$ cat config.mk
export PLATFORM = sky130hd
export DESIGN_NAME = timer_mmio
export DESIGN_NICKNAME = d
export VERILOG_FILES = /design/src/rtl/timer_mmio.sv
export SDC_FILE = /design/constraint.sdc
export NUM_CORES = 1
export LEC_CHECK = 0
export BUFFER_PORTS_ARGS = -buffer_cell sky130_fd_sc_hd__buf_4
export CAP_MARGIN = 25
export CORE_MARGIN = 4
export CORE_UTILIZATION = 34
export CTS_BUF_LIST = sky130_fd_sc_hd__clkbuf_4 sky130_fd_sc_hd__clkbuf_8
export DETAILED_ROUTE_END_ITERATION = 7
export PLACE_DENSITY = 0.53
export SLEW_MARGIN = 20
export SYNTH_ARGS = -nofsm -noshare
export SYNTH_HDL_FRONTEND = slang
export SYNTH_SLANG_ARGS = --single-unit
$ cat constraint.sdc
create_clock -name clk -period 2.1 [get_ports clk]
set_clock_uncertainty 0.1 [all_clocks]
set_input_delay 0.21 -clock clk [delete_from_list [all_inputs] [get_ports clk]]
set_output_delay 0.21 -clock clk [all_outputs]
set_load 0.005 [all_outputs]
$ cat src/rtl/timer_mmio.sv
// Memory-mapped 64-bit machine timer: mtime/mtimecmp, CTRL, STATUS; reads are combinational (zero latency).
// No backpressure, every access completes in its cycle; optional 8-bit prescaler when TIMER_PRESCALER_EN is defined.
module timer_mmio #(
  parameter logic [31:0] BASE_ADDR = 32'h8000_0000
) (
  input  logic        clk,
  input  logic        rst,
  input  logic        rd_en,
  input  logic        wr_en,
  input  logic [31:0] addr,
  input  logic [31:0] wdata,
  output logic [31:0] rdata,
  output logic        hit,
  output logic        timer_interrupt
);

  localparam logic [2:0] IDX_MTIME_LO = 3'd0;
  localparam logic [2:0] IDX_MTIME_HI = 3'd1;
  localparam logic [2:0] IDX_CMP_LO   = 3'd2;
  localparam logic [2:0] IDX_CMP_HI   = 3'd3;
  localparam logic [2:0] IDX_CTRL     = 3'd4;
  localparam logic [2:0] IDX_STATUS   = 3'd5;

  logic [31:0] offset;
  logic [2:0]  reg_idx;
  logic        wr_hit;
  logic        wr_mtime_lo, wr_mtime_hi, wr_cmp_lo, wr_cmp_hi, wr_ctrl, wr_status;
  logic        rd_mtime_lo;

  logic [63:0] mtime;
  logic [63:0] mtimecmp;
  logic [31:0] shadow;
  logic        en;
  logic        ie;
  logic        pend;
  logic        tick;
  logic        pend_next;
  logic        ie_next;
  logic [7:0]  presc_rd;

  assign offset  = addr - BASE_ADDR;
  assign reg_idx = offset[4:2];
  assign hit     = (offset[31:5] == '0) && (offset[1:0] == 2'b00) && (reg_idx <= IDX_STATUS);

  assign wr_hit      = wr_en & hit;
  assign wr_mtime_lo = wr_hit & (reg_idx == IDX_MTIME_LO);
  assign wr_mtime_hi = wr_hit & (reg_idx == IDX_MTIME_HI);
  assign wr_cmp_lo   = wr_hit & (reg_idx == IDX_CMP_LO);
  assign wr_cmp_hi   = wr_hit & (reg_idx == IDX_CMP_HI);
  assign wr_ctrl     = wr_hit & (reg_idx == IDX_CTRL);
  assign wr_status   = wr_hit & (reg_idx == IDX_STATUS);
  assign rd_mtime_lo = rd_en & hit & (reg_idx == IDX_MTIME_LO);

`ifdef TIMER_PRESCALER_EN
  logic [7:0] presc;
  logic [7:0] presc_cnt;

  assign tick     = en && (presc_cnt == presc);
  assign presc_rd = presc;

  always_ff @(posedge clk or negedge rst) begin
    if (!rst) begin
      presc     <= 8'h00;
      presc_cnt <= 8'h00;
    end else begin
      if (wr_ctrl) presc <= wdata[15:8];
      // Restart the tick period on any CTRL write so a new PRESC takes effect cleanly.
      if (wr_ctrl || !en || tick) presc_cnt <= 8'h00;
      else                        presc_cnt <= presc_cnt + 8'd1;
    end
  end
`else
  assign tick     = en;
  assign presc_rd = 8'h00;
`endif

  // Compare-set dominates the software clear so a still-true condition is never lost.
  assign pend_next = (mtime >= mtimecmp) | (pend & ~(wr_status & wdata[0]));
  assign ie_next   = wr_ctrl ? wdata[1] : ie;

  always_ff @(posedge clk or negedge rst) begin
    if (!rst) begin
      mtime           <= 64'h0;
      mtimecmp        <= 64'hFFFF_FFFF_FFFF_FFFF;
      shadow          <= 32'h0;
      en              <= 1'b0;
      ie              <= 1'b0;
      pend            <= 1'b0;
      timer_interrupt <= 1'b0;
    end else begin
      if (wr_mtime_lo)      mtime <= {mtime[63:32], wdata};
      else if (wr_mtime_hi) mtime <= {wdata, mtime[31:0]};
      else if (tick)        mtime <= mtime + 64'd1;
      if (wr_cmp_lo) mtimecmp[31:0]  <= wdata;
      if (wr_cmp_hi) mtimecmp[63:32] <= wdata;
      if (wr_ctrl) begin
        en <= wdata[0];
        ie <= wdata[1];
      end
      pend            <= pend_next;
      timer_interrupt <= pend_next & ie_next;
      if (rd_mtime_lo) shadow <= mtime[63:32];
    end
  end

  always_comb begin
    rdata = 32'h0;
    if (rd_en && hit) begin
      case (reg_idx)
        IDX_MTIME_LO: rdata = mtime[31:0];
        IDX_MTIME_HI: rdata = shadow;
        IDX_CMP_LO:   rdata = mtimecmp[31:0];
        IDX_CMP_HI:   rdata = mtimecmp[63:32];
        IDX_CTRL:     rdata = {16'h0, presc_rd, 6'h0, ie, en};
        IDX_STATUS:   rdata = {31'h0, pend};
        default:      rdata = 32'h0;
      endcase
    end
  end

endmodule

==> impl_metrics.env, run 1 <==
export IMPL_synth_top_cells_by_count="a21oi_1, nand2_1, o21ai_0"
export IMPL_synth_nets=1338
export IMPL_clk_latency_ns=0.48
export IMPL_dr_pass1_iters=7
export IMPL_maxSlewViolCount=0
export IMPL_total_power_mw=5.90
export IMPL_crit_path_end_kind="flop"
export IMPL_vias=10800
export IMPL_fmax_ghz=0.429
export IMPL_multi_input_area_sq_mm=0.00666
export IMPL_rows=64
export IMPL_r2r_cells=9
export IMPL_combinationalPowerShare=0.073
export IMPL_worst_pin_slew_ns=0.694
export IMPL_drc=0
export IMPL_outcome="finished, violations left"
export IMPL_pwr_share_clk=0.392
export IMPL_switchingPower_mw=1.57
export IMPL_ctsRootBufferMaster="clkbuf_8"
export IMPL_worst_setup_hold_path_clk_slew_ns=0.10
export IMPL_setup_ws_ns=-0.233
export IMPL_cts_buffers_inserted=17
export IMPL_timing_rr_end="mtime[27]"
export IMPL_ir_drop_mv=0.293
export IMPL_ioPinCount=102
export IMPL_max_clock_path_buffers=2
export IMPL_finalNetCount=1670
export IMPL_p_leak_nw=7.24
export IMPL_synthesis_area_sq_mm=0.0106
export IMPL_final_util=0.504
export IMPL_ys_flop_type="dfrtp_1"
export IMPL_die_y_um=184
export IMPL_fin_area_sq_mm=0.0155
export IMPL_internal_power_mw=4.34
export IMPL_cp_cell_sequence="buf_6 > nand4_1 > nor4_2 > buf_4 > nand4_1 > buf_4 > or4b_1 > o21ai_1 > a21oi_1"
export IMPL_area_delta_synth_final_pct=46.0
export IMPL_setup_tns_ns=-5.03
export IMPL_cts_sinks=164
export IMPL_dpl_cell_area_sq_mm=0.0135
export IMPL_fp_dieW_um=184
export IMPL_pre_cts_ws_ns=-0.521
export IMPL_yosysWarningCount=0
export IMPL_seq_area_frac_synth=0.395
export IMPL_wire_per_inst_um=20.3
export IMPL_synth_area_leaders="dfrtp_1, dfstp_2, ha_1, a21oi_1, o21ai_0"
export IMPL_synth_top_area_frac=0.236
export IMPL_hpwl_um=28700
export IMPL_p_seq_frac=0.536
export IMPL_io_buffers=101
export IMPL_synth_cell_types=72
export IMPL_yosysMostFrequentCell="a21oi_1"
export IMPL_coreArea_sq_mm=0.0307
export IMPL_seqCellArea_sq_mm=0.00419
export IMPL_critical_path_max_stage_delay_ns=0.46
export IMPL_h_tree_depth=4
export IMPL_antenna_cells=0
export IMPL_ys_ff_latch=164
export IMPL_critPathMaxFanout=4
export IMPL_regToRegStartpoint="mtime[1]"
export IMPL_async_flop_share=1.00
export IMPL_die_area_sq_mm=0.0340
export IMPL_viasPerCell=5.56
export IMPL_drive_gt1_frac=0.423
export IMPL_violations="negative setup slack"
export IMPL_path_class="reg2reg"
export IMPL_detail_route_wirelength_um=39600
export IMPL_power_density_mw_per_mm2=382
export IMPL_avgSynthCellArea_sq_um=8.79
export IMPL_required_ns=2.36
export IMPL_hold_path_class="in2async"
export IMPL_syn_inst=1205
export IMPL_max_slew_margin=0.531
export IMPL_setup_viol=48
export IMPL_yosysTopAreaCell="dfrtp_1"
export IMPL_arrival_ns=2.59
export IMPL_rsz0062_at_grt="yes"
export IMPL_maxCapViolCount=0
export IMPL_period_needed_ns=2.33
export IMPL_drt_iter0_drc=710
export IMPL_start_kind="flop"
export IMPL_fin_crit_sh=1.11
export IMPL_cp_slowest_cell="or4b_1"
export IMPL_timing_final_hold_violations=0
export IMPL_overflow=0
export IMPL_fillers=2853
export IMPL_start_util=0.345
export IMPL_synth_edf_count=0
export IMPL_cts_tree="built"
export IMPL_first_global_vias=10600
export IMPL_switching_share=0.265
export IMPL_ant_nets=0
export IMPL_r2r_slack_ns=-0.23
export IMPL_grt_use_total=0.229
export IMPL_gp_congestion=0.905
export IMPL_grt_max_degree=62
export IMPL_antenna_found_initial=0
export IMPL_grt_pass1_wl_um=60800
kinds of logic (layout without fill, tap and decap cells):
kind of cell / Yosys count / in the layout / synth area share
AOI/OAI and AO/OA: 436 / 436 / 0.250
adders and majority gates: 65 / 65 / 0.0768
buffers and inverters: 162 / 507 / 0.0631
muxes: 41 / 41 / 0.0443
DFF: 164 / 164 / 0.395
and+or+nand+nor: 337 / 337 / 0.171
metal layers:
| metal | global-route usage | vias up | share of wire |
|---|---|---|---|
| met5 | 0 | - | 0 |
| met4 | 0.0663 | 0 | 0.022 |
| met3 | 0.0414 | 57 | 0.054 |
| met2 | 0.365 | 331 | 0.47 |
| met1 | 0.319 | 5308 | 0.46 |
| li1 | - | 5129 | - |
how the worst max path moves through the flow:
stage	slack [ns]	cells after the start	endpoint	from
6_report	-0.23	9	mtime[27]	mtime[1]
5_1_grt	-0.31	9	mtime[50]	mtime[0]
4_1_cts	-0.20	9	mtime[27]	mtime[1]
3_5_place_dp	-0.52	8	timer_interrupt	addr[7]
3_3_place_gp	-0.49	8	timer_interrupt	addr[7]
2_1_floorplan	-0.16	7	mtime[58]	mtime[1]
power groups by stage:
| stage | registers (mW) | clock network, mW | logic [mW] |
|---|---|---|---|
| 6_report | 3.16 | 2.31 | 0.428 |
| 2_1_floorplan | 3.22 | 0 | 0.0856 |
| 5_1_grt | 3.16 | 2.49 | 0.465 |
| 4_1_cts | 3.16 | 2.37 | 0.420 |
| 3_3_place_gp | 3.22 | 0 | 0.361 |
| 3_5_place_dp | 3.22 | 0 | 0.362 |
cell type report:
class | count | area share
Clock inverter | 13 | 0.00818
Clock buffer | 19 | 0.0161
Multi-Input combinational cell | 879 | 0.431
Timing Repair Buffer | 393 | 0.222
Sequential cell | 164 | 0.271
Inverter | 82 | 0.0199
Tap cell | 396 | 0.0321
state kept, by name, indices dropped and copies added (netlist names):
| signal | flops |
|---|---|
| mtime | 64 |
| mtimecmp | 64 |
| shadow | 32 |
| en | 1 |
| ie | 1 |
| pend | 1 |
| timer_interrupt | 1 |
timing repair:
item | 4_1_cts | 5_1_grt
setup buffers | 13 | 30
hold buffers | 34 | 0
hold endpoints to repair | 211 | 0
pin swaps | 37 | 75
endpoints found under the setup margin | 65 | 84
cloned | 0 | 0
resized for setup | 65 | 149
stage by stage:
step,hold WS (ns),instances
floorplan,-0.186,1205
global placement,-0.0267,1840
detailed placement,-0.0260,1840
CTS,0.00207,1916
global route,0.0242,1946
finish,0.0328,1946
critical path: cells and delay by family, from the launching register on:
kind	cells	cell delay [ns]
flip-flops	1	0.38
AO/OA/AOI/OAI	2	0.19
AND/OR/NAND/NOR	4	1.07
buffers and inverters	3	0.48
cells in the final DEF (no fill, tap or decap), types with 38 or more instances in the layout:
cell type | Yosys | layout
a21oi_1 | 141 | 116
a22oi_1 | 67 | 65
buf_4 | 6 | 304
dfrtp_1 | 100 | 98
dfstp_2 | 64 | 64
ha_1 | 65 | 50
inv_1 | 82 | 76
nand2_1 | 124 | 122
nor2_1 | 40 | 38
o21ai_0 | 115 | 87
Power figures use the tool's default switching activity.
==> inputs of run 2 (changes only) <==
RECOVER_POWER = 25   (was not set)
==> impl_metrics.env, run 2 (synthesis results as in run 1) <==
export IMPL_final_common_cell="buf_4"
export IMPL_h_tree_depth=4
export IMPL_max_clock_path_buffers=2
export IMPL_timing_final_hold_violations=0
export IMPL_max_slew_margin=0.242
export IMPL_hold_path_class="in2reg"
export IMPL_hold_slack_ns=0.226
export IMPL_cts_sinks=164
export IMPL_final_cells=1946
export IMPL_critPathMaxFanout=4
export IMPL_place_inst=1840
export IMPL_gp_congestion=0.905
export IMPL_setup_ws_ns=-0.232
export IMPL_worst_setup_hold_path_clk_slew_ns=0.10
export IMPL_area_delta_synth_final_pct=45.7
export IMPL_total_power_mw=5.89
export IMPL_grt_max_degree=62
export IMPL_overflow=0
export IMPL_start_util=0.345
export IMPL_fmax_ghz=0.429
export IMPL_outcome="finished, violations left"
export IMPL_pre_cts_ws_ns=-0.521
export IMPL_ir_drop_mv=0.293
export IMPL_start_kind="flop"
export IMPL_period_needed_ns=2.33
export IMPL_vias=10800
export IMPL_setup_tns_ns=-5.14
export IMPL_maxCapViolCount=0
export IMPL_worst_pin_slew_ns=1.14
export IMPL_fillers=2855
export IMPL_largestRegisters="mtime (64), mtimecmp (64), shadow (32)"
export IMPL_path_class="reg2reg"
export IMPL_multi_input_area_sq_mm=0.00666
export IMPL_fp_dieW_um=184
export IMPL_first_global_vias=10600
export IMPL_hpwl_um=28700
export IMPL_arrival_ns=2.60
export IMPL_crit_path_end_kind="flop"
export IMPL_coreArea_sq_mm=0.0307
export IMPL_setup_viol=48
export IMPL_maxSlewViolCount=0
export IMPL_cp_cell_sequence="ha_2 > nand3_4 > nor4_4 > nand4_4 > buf_6 > or4_1 > o21ai_1 > a21oi_1"
export IMPL_required_ns=2.37
export IMPL_mostFrequentLayoutCells="buf_4, nand2_1, a21oi_1"
export IMPL_cts_tree="built"
export IMPL_cts_buffers_inserted=17
export IMPL_wire_per_inst_um=20.4
export IMPL_violations="negative setup slack"
export IMPL_drt_iter0_drc=670
export IMPL_rsz0062_at_grt="yes"
export IMPL_detail_route_wirelength_um=39600
export IMPL_cp_slowest_cell="or4_1"
export IMPL_grt_use_total=0.229
export IMPL_fin_crit_sh=1.11
export IMPL_die_area_sq_mm=0.0340
export IMPL_ctsRootBufferMaster="clkbuf_8"
export IMPL_power_density_mw_per_mm2=382
export IMPL_critical_path_max_stage_delay_ns=0.50
export IMPL_drive_gt1_frac=0.422
export IMPL_seqCellArea_sq_mm=0.00419
export IMPL_ant_nets=0
export IMPL_dr_pass1_iters=5
export IMPL_die_y_um=184
export IMPL_p_leak_nw=7.23
export IMPL_antenna_found_initial=0
export IMPL_finalNetCount=1670
export IMPL_grt_pass1_wl_um=60800
export IMPL_drc=0
export IMPL_ioPinCount=102
export IMPL_antenna_cells=0
export IMPL_viasPerCell=5.56
export IMPL_rows=64
export IMPL_clk_latency_ns=0.48
export IMPL_io_buffers=101
run 2: metal layers:
| metal | routed length, um | global-route usage |
|---|---|---|
| met1 | 18200 | 0.319 |
| met2 | 18400 | 0.365 |
| met4 | 843 | 0.0663 |
| met5 | 0 | 0 |
| met3 | 2160 | 0.0414 |
run 2: critical path: cells and delay by family (launching register included):
kind	cells	cell delay, ns
buffers and inverters	1	0.17
adders and majority gates	1	0.22
and+or+nand+nor	4	1.18
DFF	1	0.39
AOI/OAI and AO/OA	2	0.18
run 2: path summary, 6_finish.rpt:
kind	startpoint	depth (start not counted)	slack, ns	to
hold reg to reg	shadow[9]	1	0.41	shadow[9]
hold / removal	wr_en	3	0.23	ie
setup / recovery	mtime[1]	8	-0.23	mtime[46]
max in group asynchronous	rst	3	0.25	shadow[24]
min in group asynchronous	rst	2	0.37	mtime[10]
setup reg to reg	mtime[1]	8	-0.23	mtime[46]
run 2: power by group:
part	internal [mW]	leakage [nW]	total [mW]	switching, mW
combinational	0.187	5.11	0.421	0.234
clock	0.982	0.186	2.30	1.32
sequential	3.16	1.93	3.16	0.0000224
total	4.33	7.23	5.89	1.56
run 2: metrics by stage:
stage,utilization,instance area [sq um]
floorplan,-,10600
global placement,0.439,13500
detailed placement,0.439,13500
CTS,0.474,14500
global route,0.503,15400
finish,0.503,15400
run 2: repair_timing:
| action | in CTS | in global routing |
|---|---|---|
| pin swaps | 37 | 75 |
| gates resized for setup | 65 | 149 |
| endpoints found under the hold margin | 211 | 0 |
| hold buffers | 34 | 0 |
| buffers inserted | 13 | 30 |
| endpoints found under the setup margin | 65 | 84 |
run 2: layout make-up:
cell class | instances | share of cell area
Multi-Input combinational cell | 879 | 0.432
Sequential cell | 164 | 0.271
Timing Repair Buffer | 393 | 0.221
Tap cell | 396 | 0.0321
Inverter | 82 | 0.0200
Clock buffer | 19 | 0.0161
Clock inverter | 13 | 0.00819
==> inputs of run 3 (changes only) <==
PLACE_DENSITY = 0.51   (was 0.53)
==> impl_metrics.env, run 3 (synthesis results as in run 1) <==
export IMPL_outcome="finished, violations left"
export IMPL_violations="negative setup slack"
export IMPL_wl_met3_um=1870
export IMPL_worst_pin_slew_ns=0.882
export IMPL_ctsRootBufferMaster="clkbuf_8"
export IMPL_io_buffers=101
export IMPL_cts_buffers_inserted=17
export IMPL_maxSlewViolCount=0
export IMPL_viasPerCell=5.55
export IMPL_clk_latency_ns=0.48
export IMPL_setup_viol=32
export IMPL_die_area_sq_mm=0.0340
export IMPL_area_delta_synth_final_pct=47.1
export IMPL_arrival_ns=2.60
export IMPL_maxCapViolCount=0
export IMPL_top_layer="met4"
export IMPL_required_ns=2.40
export IMPL_cts_tree="built"
export IMPL_period_needed_ns=2.30
export IMPL_overflow=0
export IMPL_worst_setup_hold_path_clk_slew_ns=0.09
export IMPL_r2r_cells=8
export IMPL_setup_tns_ns=-2.12
export IMPL_timing_rr_end="timer_interrupt"
export IMPL_antenna_cells=0
export IMPL_fp_dieW_um=184
export IMPL_whs_path_depth=3
export IMPL_drive_gt1_frac=0.430
export IMPL_drc=0
export IMPL_first_global_vias=10800
export IMPL_ioPinCount=102
export IMPL_crit_path_end_kind="flop"
export IMPL_rsz0062_at_grt="yes"
export IMPL_wl_met2_um=19000
export IMPL_gp_congestion=0.876
export IMPL_final_common_cell="buf_4"
export IMPL_power_density_mw_per_mm2=378
export IMPL_min_from="wr_en"
export IMPL_wire_per_inst_um=20.6
export IMPL_start_kind="flop"
export IMPL_min_to="ie"
export IMPL_timing_final_hold_violations=0
export IMPL_max_clock_path_buffers=2
export IMPL_grt_use_total=0.232
export IMPL_r2r_slack_ns=-0.20
export IMPL_ir_drop_mv=0.381
export IMPL_largestRegisters="mtime (64), mtimecmp (64), shadow (32)"
export IMPL_regToRegStartpoint="mtimecmp[37]"
export IMPL_hold_path_class="in2reg"
export IMPL_mostFrequentLayoutCells="buf_4, a21oi_1, nand2_1"
export IMPL_hpwl_um=29400
export IMPL_ant_nets=0
export IMPL_vias=10800
export IMPL_setup_ws_ns=-0.202
export IMPL_grt_pass1_wl_um=61900
export IMPL_finalNetCount=1668
export IMPL_die_y_um=184
export IMPL_fmax_ghz=0.434
export IMPL_fin_crit_sh=1.10
export IMPL_critPathMaxFanout=2
export IMPL_max_slew_margin=0.412
export IMPL_drt_iter0_drc=841
export IMPL_m1WireLength_um=18500
export IMPL_dr_pass1_iters=8
export IMPL_h_tree_depth=4
export IMPL_cts_sinks=164
export IMPL_grt_max_degree=50
export IMPL_p_leak_nw=7.34
export IMPL_rows=64
export IMPL_path_class="reg2reg"
export IMPL_antenna_found_initial=0
export IMPL_start_util=0.345
export IMPL_coreArea_sq_mm=0.0307
export IMPL_detail_route_wirelength_um=40000
export IMPL_total_power_mw=5.89
-- run 3: changes by cell type in the layout (fill, tap and decap cells not counted), moves of 7 or more --
cell,delta
a21oi_2,-8
o21ai_0,+7
o21ai_1,-12
a21oi_1,+7
-- run 3: what timing repair did --
action / in CTS / in global routing
setup endpoints to repair: 79 / 82
endpoints found under the hold margin: 202 / 0
resized for setup: 70 / 158
hold buffers: 33 / 0
setup buffers: 19 / 21
gates cloned: 0 / 0
pin swaps: 44 / 79
-- run 3: power breakdown --
group / switching, mW / leakage [nW] / internal [mW]
clock network: 1.31 / 0.171 / 1.01
logic: 0.229 / 5.24 / 0.186
registers: 0.0000255 / 1.93 / 3.16
-- run 3: routing by layer --
layer,vias to the layer above,track usage
li1,5128,-
met1,5369,0.326
met2,263,0.380
met3,38,0.0349
met4,0,0.0526
met5,-,0
-- run 3: worst max-delay path, stage by stage, from the launching register on --
cell,delay (ns)
dfstp_2,0.54
inv_1,0.07
ha_4,0.27
nand4_1,0.23
or3_1,0.46
nand2b_4,0.15
o211ai_1,0.15
a221oi_4,0.11
a21boi_1,0.15
-- run 3: worst max-delay path by stage --
| stage | start | endpoint | depth (start not counted) |
|---|---|---|---|
| 2_1_floorplan | mtime[1] | mtime[58] | 7 |
| 3_3_place_gp | mtimecmp[61] | timer_interrupt | 8 |
| 3_5_place_dp | mtimecmp[61] | timer_interrupt | 8 |
| 4_1_cts | mtime[1] | mtime[56] | 7 |
| 5_1_grt | mtime[5] | mtime[25] | 8 |
| 6_report | mtimecmp[37] | timer_interrupt | 8 |
-- run 3: final cells by class --
cell class,count,area (sq um)
multi-input combinational,879,6790
sequential,164,4190
fill,2866,15100
clock inverter,11,105
tap,396,495
inverter,82,308
timing repair buffer,391,3420
clock buffer,21,270
-- run 3: metrics by stage --
step / utilization / cell area, sq um / cells / setup WS, ns / hold WS, ns
after CTS: 0.479 / 14700 / 1924 / -0.204 / 0.0761
final: 0.508 / 15600 / 1944 / -0.202 / 0.231
after floorplan: - / 10600 / 1205 / -0.162 / -0.186
after detailed placement: 0.440 / 13500 / 1840 / -1.00 / 0.0355
after global routing: 0.508 / 15600 / 1944 / -0.279 / 0.239
after global placement: 0.440 / 13500 / 1840 / -1.00 / 0.0343
